### src/rtl/truth_table_sweeper_if.sv
// Signal bundle between the truth-table sweeper and its controller / block under test.
// With MISMATCH_LOG_EN defined, the bundle also carries first_bad and bad_valid.
interface truth_table_sweeper_if #(
  parameter int N_IN = 3
) ();
  localparam int NV = 1 << N_IN;

  // Handshake: start is a level request that is sampled only while the sweeper
  // is idle (no queuing). busy is high from the accepting edge until the result
  // edge. done is a single-cycle pulse. table_out and match stay valid from done
  // until the next accepted start.
  logic            start;
  logic [N_IN-1:0] abc;
  logic            f_in;
  logic            busy;
  logic            done;
  logic [NV-1:0]   table_out;
  logic            match;
`ifdef MISMATCH_LOG_EN
  logic [N_IN-1:0] first_bad;
  logic            bad_valid;
`endif

  modport master (
    output start,
    output f_in,
    input  abc,
    input  busy,
    input  done,
    input  table_out,
`ifdef MISMATCH_LOG_EN
    input  first_bad,
    input  bad_valid,
`endif
    input  match
  );

  modport slave (
    input  start,
    input  f_in,
    output abc,
    output busy,
    output done,
    output table_out,
`ifdef MISMATCH_LOG_EN
    output first_bad,
    output bad_valid,
`endif
    output match
  );
endinterface

### src/rtl/truth_table_sweeper.sv
// Drives every input vector onto a small combinational block, captures its output
// as a truth table and compares it to EXPECTED. Optional macro: MISMATCH_LOG_EN.
module truth_table_sweeper #(
  parameter int                     N_IN     = 3,
  parameter int                     SETTLE   = 1,
  parameter logic [(1<<N_IN)-1:0]   EXPECTED = 8'hE8
) (
  input  logic                  clk,
  input  logic                  rst_n,
  truth_table_sweeper_if.slave  sif,
  output logic [1:0]            state_dbg
);
  localparam int NV = 1 << N_IN;
  localparam int SW = $clog2(SETTLE + 1);
  localparam logic [N_IN-1:0] VEC_LAST    = N_IN'(NV - 1);
  localparam logic [SW-1:0]   SETTLE_LAST = SW'(SETTLE - 1);

  typedef enum logic [1:0] {
    S_IDLE   = 2'd0,
    S_WAIT   = 2'd1,
    S_SAMPLE = 2'd2,
    S_DONE   = 2'd3
  } state_t;

  state_t          state;
  logic [N_IN-1:0] vec;
  logic [SW-1:0]   settle_cnt;
  logic [NV-1:0]   tbl_next;

  assign state_dbg = state;

  // Table as it will look after the current sample; match is computed from this
  // so the final bit is included at the same edge it is written.
  always_comb begin
    tbl_next      = sif.table_out;
    tbl_next[vec] = sif.f_in;
  end

  always_ff @(posedge clk or negedge rst_n) begin
    if (!rst_n) begin
      state         <= S_IDLE;
      vec           <= '0;
      settle_cnt    <= '0;
      sif.abc       <= '0;
      sif.busy      <= 1'b0;
      sif.done      <= 1'b0;
      sif.table_out <= '0;
      sif.match     <= 1'b0;
`ifdef MISMATCH_LOG_EN
      sif.first_bad <= '0;
      sif.bad_valid <= 1'b0;
`endif
    end else begin
      case (state)
        S_IDLE: begin
          if (sif.start) begin
            vec           <= '0;
            settle_cnt    <= '0;
            sif.abc       <= '0;
            sif.table_out <= '0;
            sif.match     <= 1'b0;
            sif.busy      <= 1'b1;
`ifdef MISMATCH_LOG_EN
            sif.first_bad <= '0;
            sif.bad_valid <= 1'b0;
`endif
            state         <= S_WAIT;
          end
        end
        S_WAIT: begin
          if (settle_cnt == SETTLE_LAST) begin
            settle_cnt <= '0;
            state      <= S_SAMPLE;
          end else begin
            settle_cnt <= settle_cnt + 1'b1;
          end
        end
        S_SAMPLE: begin
          sif.table_out <= tbl_next;
`ifdef MISMATCH_LOG_EN
          if (!sif.bad_valid && (sif.f_in != EXPECTED[vec])) begin
            sif.first_bad <= vec;
            sif.bad_valid <= 1'b1;
          end
`endif
          // Terminal compare precedes the increment, so vec never wraps.
          if (vec == VEC_LAST) begin
            sif.match <= (tbl_next == EXPECTED);
            sif.busy  <= 1'b0;
            sif.done  <= 1'b1;
            sif.abc   <= '0;
            state     <= S_DONE;
          end else begin
            vec     <= vec + 1'b1;
            sif.abc <= vec + 1'b1;
            state   <= S_WAIT;
          end
        end
        S_DONE: begin
          sif.done <= 1'b0;
          state    <= S_IDLE;
        end
        default: state <= S_IDLE;
      endcase
    end
  end
endmodule

### src/flat_wrapper.sv
// flat-port wrapper written by rule: the top's interface ports become plain ports
module truth_table_sweeper_flat 
#(
  parameter int                     N_IN     = 3,
  parameter int                     SETTLE   = 1,
  parameter logic [(1<<N_IN)-1:0]   EXPECTED = 8'hE8
)
  (clk, rst_n, state_dbg, sif_start, sif_f_in, sif_abc, sif_busy, sif_done, sif_table_out, sif_match);
  truth_table_sweeper_if #(.N_IN(N_IN)) sif_i ();
  input  logic clk;
  input  logic rst_n;
  output logic [1:0] state_dbg;
  input wire logic [$bits(sif_i.start)-1:0] sif_start;
  input wire logic [$bits(sif_i.f_in)-1:0] sif_f_in;
  output wire logic [$bits(sif_i.abc)-1:0] sif_abc;
  output wire logic [$bits(sif_i.busy)-1:0] sif_busy;
  output wire logic [$bits(sif_i.done)-1:0] sif_done;
  output wire logic [$bits(sif_i.table_out)-1:0] sif_table_out;
  output wire logic [$bits(sif_i.match)-1:0] sif_match;
  assign sif_i.start = sif_start;
  assign sif_i.f_in = sif_f_in;
  assign sif_abc = sif_i.abc;
  assign sif_busy = sif_i.busy;
  assign sif_done = sif_i.done;
  assign sif_table_out = sif_i.table_out;
  assign sif_match = sif_i.match;
  truth_table_sweeper #(.N_IN(N_IN), .SETTLE(SETTLE), .EXPECTED(EXPECTED)) u_core (.clk(clk), .rst_n(rst_n), .sif(sif_i), .state_dbg(state_dbg));
endmodule
### config.mk
export PLATFORM = sky130hd
export DESIGN_NAME = truth_table_sweeper_flat
export DESIGN_NICKNAME = d
export VERILOG_FILES = /design/src/rtl/truth_table_sweeper_if.sv /design/src/rtl/truth_table_sweeper.sv /design/src/flat_wrapper.sv
export SDC_FILE = /design/constraint.sdc
export NUM_CORES = 1
export LEC_CHECK = 0
export CAP_MARGIN = 15
export CORE_MARGIN = 2
export CORE_UTILIZATION = 25
export DETAILED_ROUTE_END_ITERATION = 12
export SLEW_MARGIN = 20
export SYNTH_ARGS = -nofsm -noshare
export SYNTH_HDL_FRONTEND = slang
export SYNTH_SLANG_ARGS = --single-unit
### constraint.sdc
create_clock -name clk -period 2.3 [get_ports clk]
set_clock_uncertainty 0.1 [all_clocks]
set_input_delay 0.23 -clock clk [delete_from_list [all_inputs] [get_ports clk]]
set_output_delay 0.23 -clock clk [all_outputs]
set_load 0.005 [all_outputs]
==> impl_metrics.csv <==
group,metric,value,unit
yosys,synth-seq-area-share,45.56,%
pwr,leakage,0.5610,nW
worst_setup_path,critical_path_class,"register to register",
routing,first_iter_violations,42,
pwr,p_seq_share,39.4,%
die,core_area,0.004000,mm2
placed_design,gp_congestion,0.8064,
final_layout,fin_cells,174,
yosys,syn-cell-area,0.001044,mm2
pwr,switching_share,37.24,%
clock_network,cts_root_buffer,"clkbuf_8",
worst_setup_path,arrival,1.82,ns
final_layout,fin_area,0.001329,mm2
grt,grtUsageMet2,17.79,%
die,die_w,68.61,um
die,dieArea,0.004707,mm2
final_layout,post-route-util,33.22,%
placed_design,placed_cell_area,0.001284,mm2
grt,grt_usage,11.49,%
clock_network,clk_latency,0.25,ns
sta,finalCriticalPeriod,1.800,ns
clock_network,post-cts-setup-buffers,0,
routing,ant_nets,0,
clock_network,cts_buffers,3,
sta,fin_crit_sh,78.25,%
final_layout,fill_cells,409,
yosys,synth_seq_cells,19,
final_layout,drive_gt1_share,12.10,%
routing,vias_per_cell,4.994,
sta,setup_viol,0,
die,dieHeight,68.61,um
yosys,synth.distinct_cells,31,
grt,busiest_layer,"met2",
yosys,syn-num-nets,110,
pwr,vdd_drop_max,0.3630,mV
clock_network,cts_repair_resize_count,0,
grt,grt_max_degree,20,
clock_network,htree_levels,1,
grt,use_met3,2.110,%
die,num_io_pins,20,
yosys,yosysTopAreaCell,"dfrtp_1",
worst_setup_path,startpoint_type,"register",
clock_network,cts_buffer_depth,2,
grt,antenna_found_initial,0,
grt,grt_pass1_vias,842,
sta,fmax,0.5556,GHz
sta,slew_violations,0,
worst_setup_path,crit_path_end_kind,"register",
yosys,synthTopCellsByArea,"dfrtp_1, a22o_1, o21ai_0",
clock_network,clk_pin_slew,0.07,ns
final_layout,antennaDiodeCount,0,
worst_setup_path,ff2ff_path_depth,4,
placed_design,io_buffers,19,
routing,wl_per_cell,13.99,um
sta,rsz0062_at_grt,"false",
clock_network,cts_tree,"yes",
pwr,p_comb_share,43.9,%
routing,wl,2434,um
outcome,outcome,"finished clean",
pwr,p_sw,0.5169,mW
sta,tns,0,ns
worst_setup_path,reg2reg_to,"u_core.sif.match",
yosys,yosysTopAreaCellShare,45.56,%
worst_setup_path,rrSetupSlack,0.50,ns
pwr,p_clk_share,16.7,%
routing,drc_errors,0,
sta,worst_pin_slew,0.5604,ns
clock_network,cts_sinks,19,
worst_setup_path,critPathRequiredTime,2.32,ns
placed_design,dp_hpwl,1692,um
die,floorplan.initialDensity,26.09,%
grt,grt_overflow,0,
grt,grt_util_met1,16.72,%
run,drv_cap,0,
pwr,p_int,0.8710,mW
final_layout,syn2layout_area_growth,27.34,%
yosys,synth_cells,104,
min_path,holdCritPathClass,"input pin to asynchronous set/reset pin",
routing,vias,869,
sta,hold_viol,0,
pwr,power.density,1044,mW/mm2
worst_setup_path,rr_startpoint,"u_core.vec[2]",
final_layout,finalNetCount,131,
final_layout,final_cell_mix,"clkdlybuf4s50_1, dfrtp_1, o21ai_0, a22o_1, nand2_1",
die,rows,23,
placed_design,place_inst,170,
worst_setup_path,cp_max_fo,12,
sta,whs,0.2052,ns
routing,dr.pass1.iters,4,
clock_network,cts_hold_buffers,0,
grt,grt_pass1_wl,4084,um
yosys,synth_area_per_cell,10.03,um2
sta,slew_headroom,62.24,%
yosys,ys.warnings.count,0,
==> area by class of cell <==
type / count / area, um2 / share of cell area [%]
multi-input cells: 72 / 499.2 / 37.57
flip-flops and latches: 19 / 475.5 / 35.78
repair buffers: 24 / 227.7 / 17.14
well taps: 50 / 62.56 / 4.708
clock buffers: 4 / 45.04 / 3.390
inverters: 5 / 18.77 / 1.412
==> registers in the layout (all words and copies together), names as in the netlist <==
register and count:
u_core.sif.busy 1, u_core.sif.match 1, u_core.sif.done 1, u_core.state_dbg 2, u_core.sif.abc 3, u_core.vec 3, u_core.sif.table_out 8
==> worst max-delay path by stage <==
stage	from	endpoint	slack (ns)	cells after the start
global placement	sif_f_in	u_core.sif.match	0.40	5
finish	u_core.vec[2]	u_core.sif.match	0.50	4
floorplan	u_core.vec[1]	u_core.vec[0]	0.66	6
global route	u_core.vec[2]	u_core.sif.match	0.40	4
detailed placement	sif_f_in	u_core.sif.match	0.36	5
CTS	u_core.vec[2]	u_core.sif.match	0.55	4
==> layer usage <==
layer,wire length [um],vias up,share of wire [%]
met5,0,-,0
met4,0,0,0
met3,82,0,3.4
met2,1095,13,45
met1,1256,437,52
li1,-,419,-
==> power groups by stage <==
| stage | clock (mW) | combinational (mW) | sequential (mW) |
|---|---|---|---|
| after global routing | 0.256 | 0.675 | 0.560 |
| after global placement | 0 | 0.597 | 0.547 |
| after detailed placement | 0 | 0.609 | 0.549 |
| after CTS | 0.239 | 0.613 | 0.546 |
| after floorplan | 0 | 0.408 | 0.511 |
| final | 0.232 | 0.610 | 0.547 |
==> worst max-delay path, cell delays in order (launching register included) <==
cell     delay, ns
dfrtp_1       0.58
ha_1          0.45
mux2i_1       0.13
o21ai_0       0.30
o31ai_2       0.11
==> cells by family (layout without fill, tap and decap cells) <==
logic type,after synthesis,in the layout,share of synthesized area (%)
buffers and inverters,13,33,6.595
AO/OA/AOI/OAI,38,38,25.18
AND/OR/NAND/NOR,27,27,14.99
multiplexers,5,5,5.276
adder cells (fa/ha/maj),2,2,2.398
flip-flops,19,19,45.56
==> metrics by stage <==
step / setup WS [ns] / power, mW
after floorplan: 0.6638 / 0.9191
after global placement: 0.4041 / 1.145
after detailed placement: 0.3612 / 1.158
after CTS: 0.5465 / 1.397
after global routing: 0.4023 / 1.491
final: 0.5002 / 1.388
==> synthesized netlist by cell type <==
| cell | number |
|---|---|
| dfrtp_1 | 19 |
| o21ai_0 | 13 |
| a22o_1 | 10 |
| nand2_1 | 9 |
| a21oi_1 | 7 |
| inv_1 | 5 |
| buf_2 | 4 |
| mux2_2 | 3 |
| nand3_1 | 3 |
| nor2_1 | 3 |
| nor2b_1 | 3 |
| buf_6 | 2 |
| clkbuf_1 | 2 |
| ha_1 | 2 |
| o22ai_1 | 2 |
| or3b_1 | 2 |
| a32o_1 | 1 |
| and3b_1 | 1 |
| and4_1 | 1 |
| mux2_1 | 1 |
| mux2i_1 | 1 |
| nand2b_1 | 1 |
| nand3b_1 | 1 |
| nor3_1 | 1 |
| nor3b_2 | 1 |
| o211ai_1 | 1 |
| o31ai_1 | 1 |
| o31ai_2 | 1 |
| o32ai_1 | 1 |
| o32ai_2 | 1 |
| or3_4 | 1 |
Power figures use the tool's default switching activity.
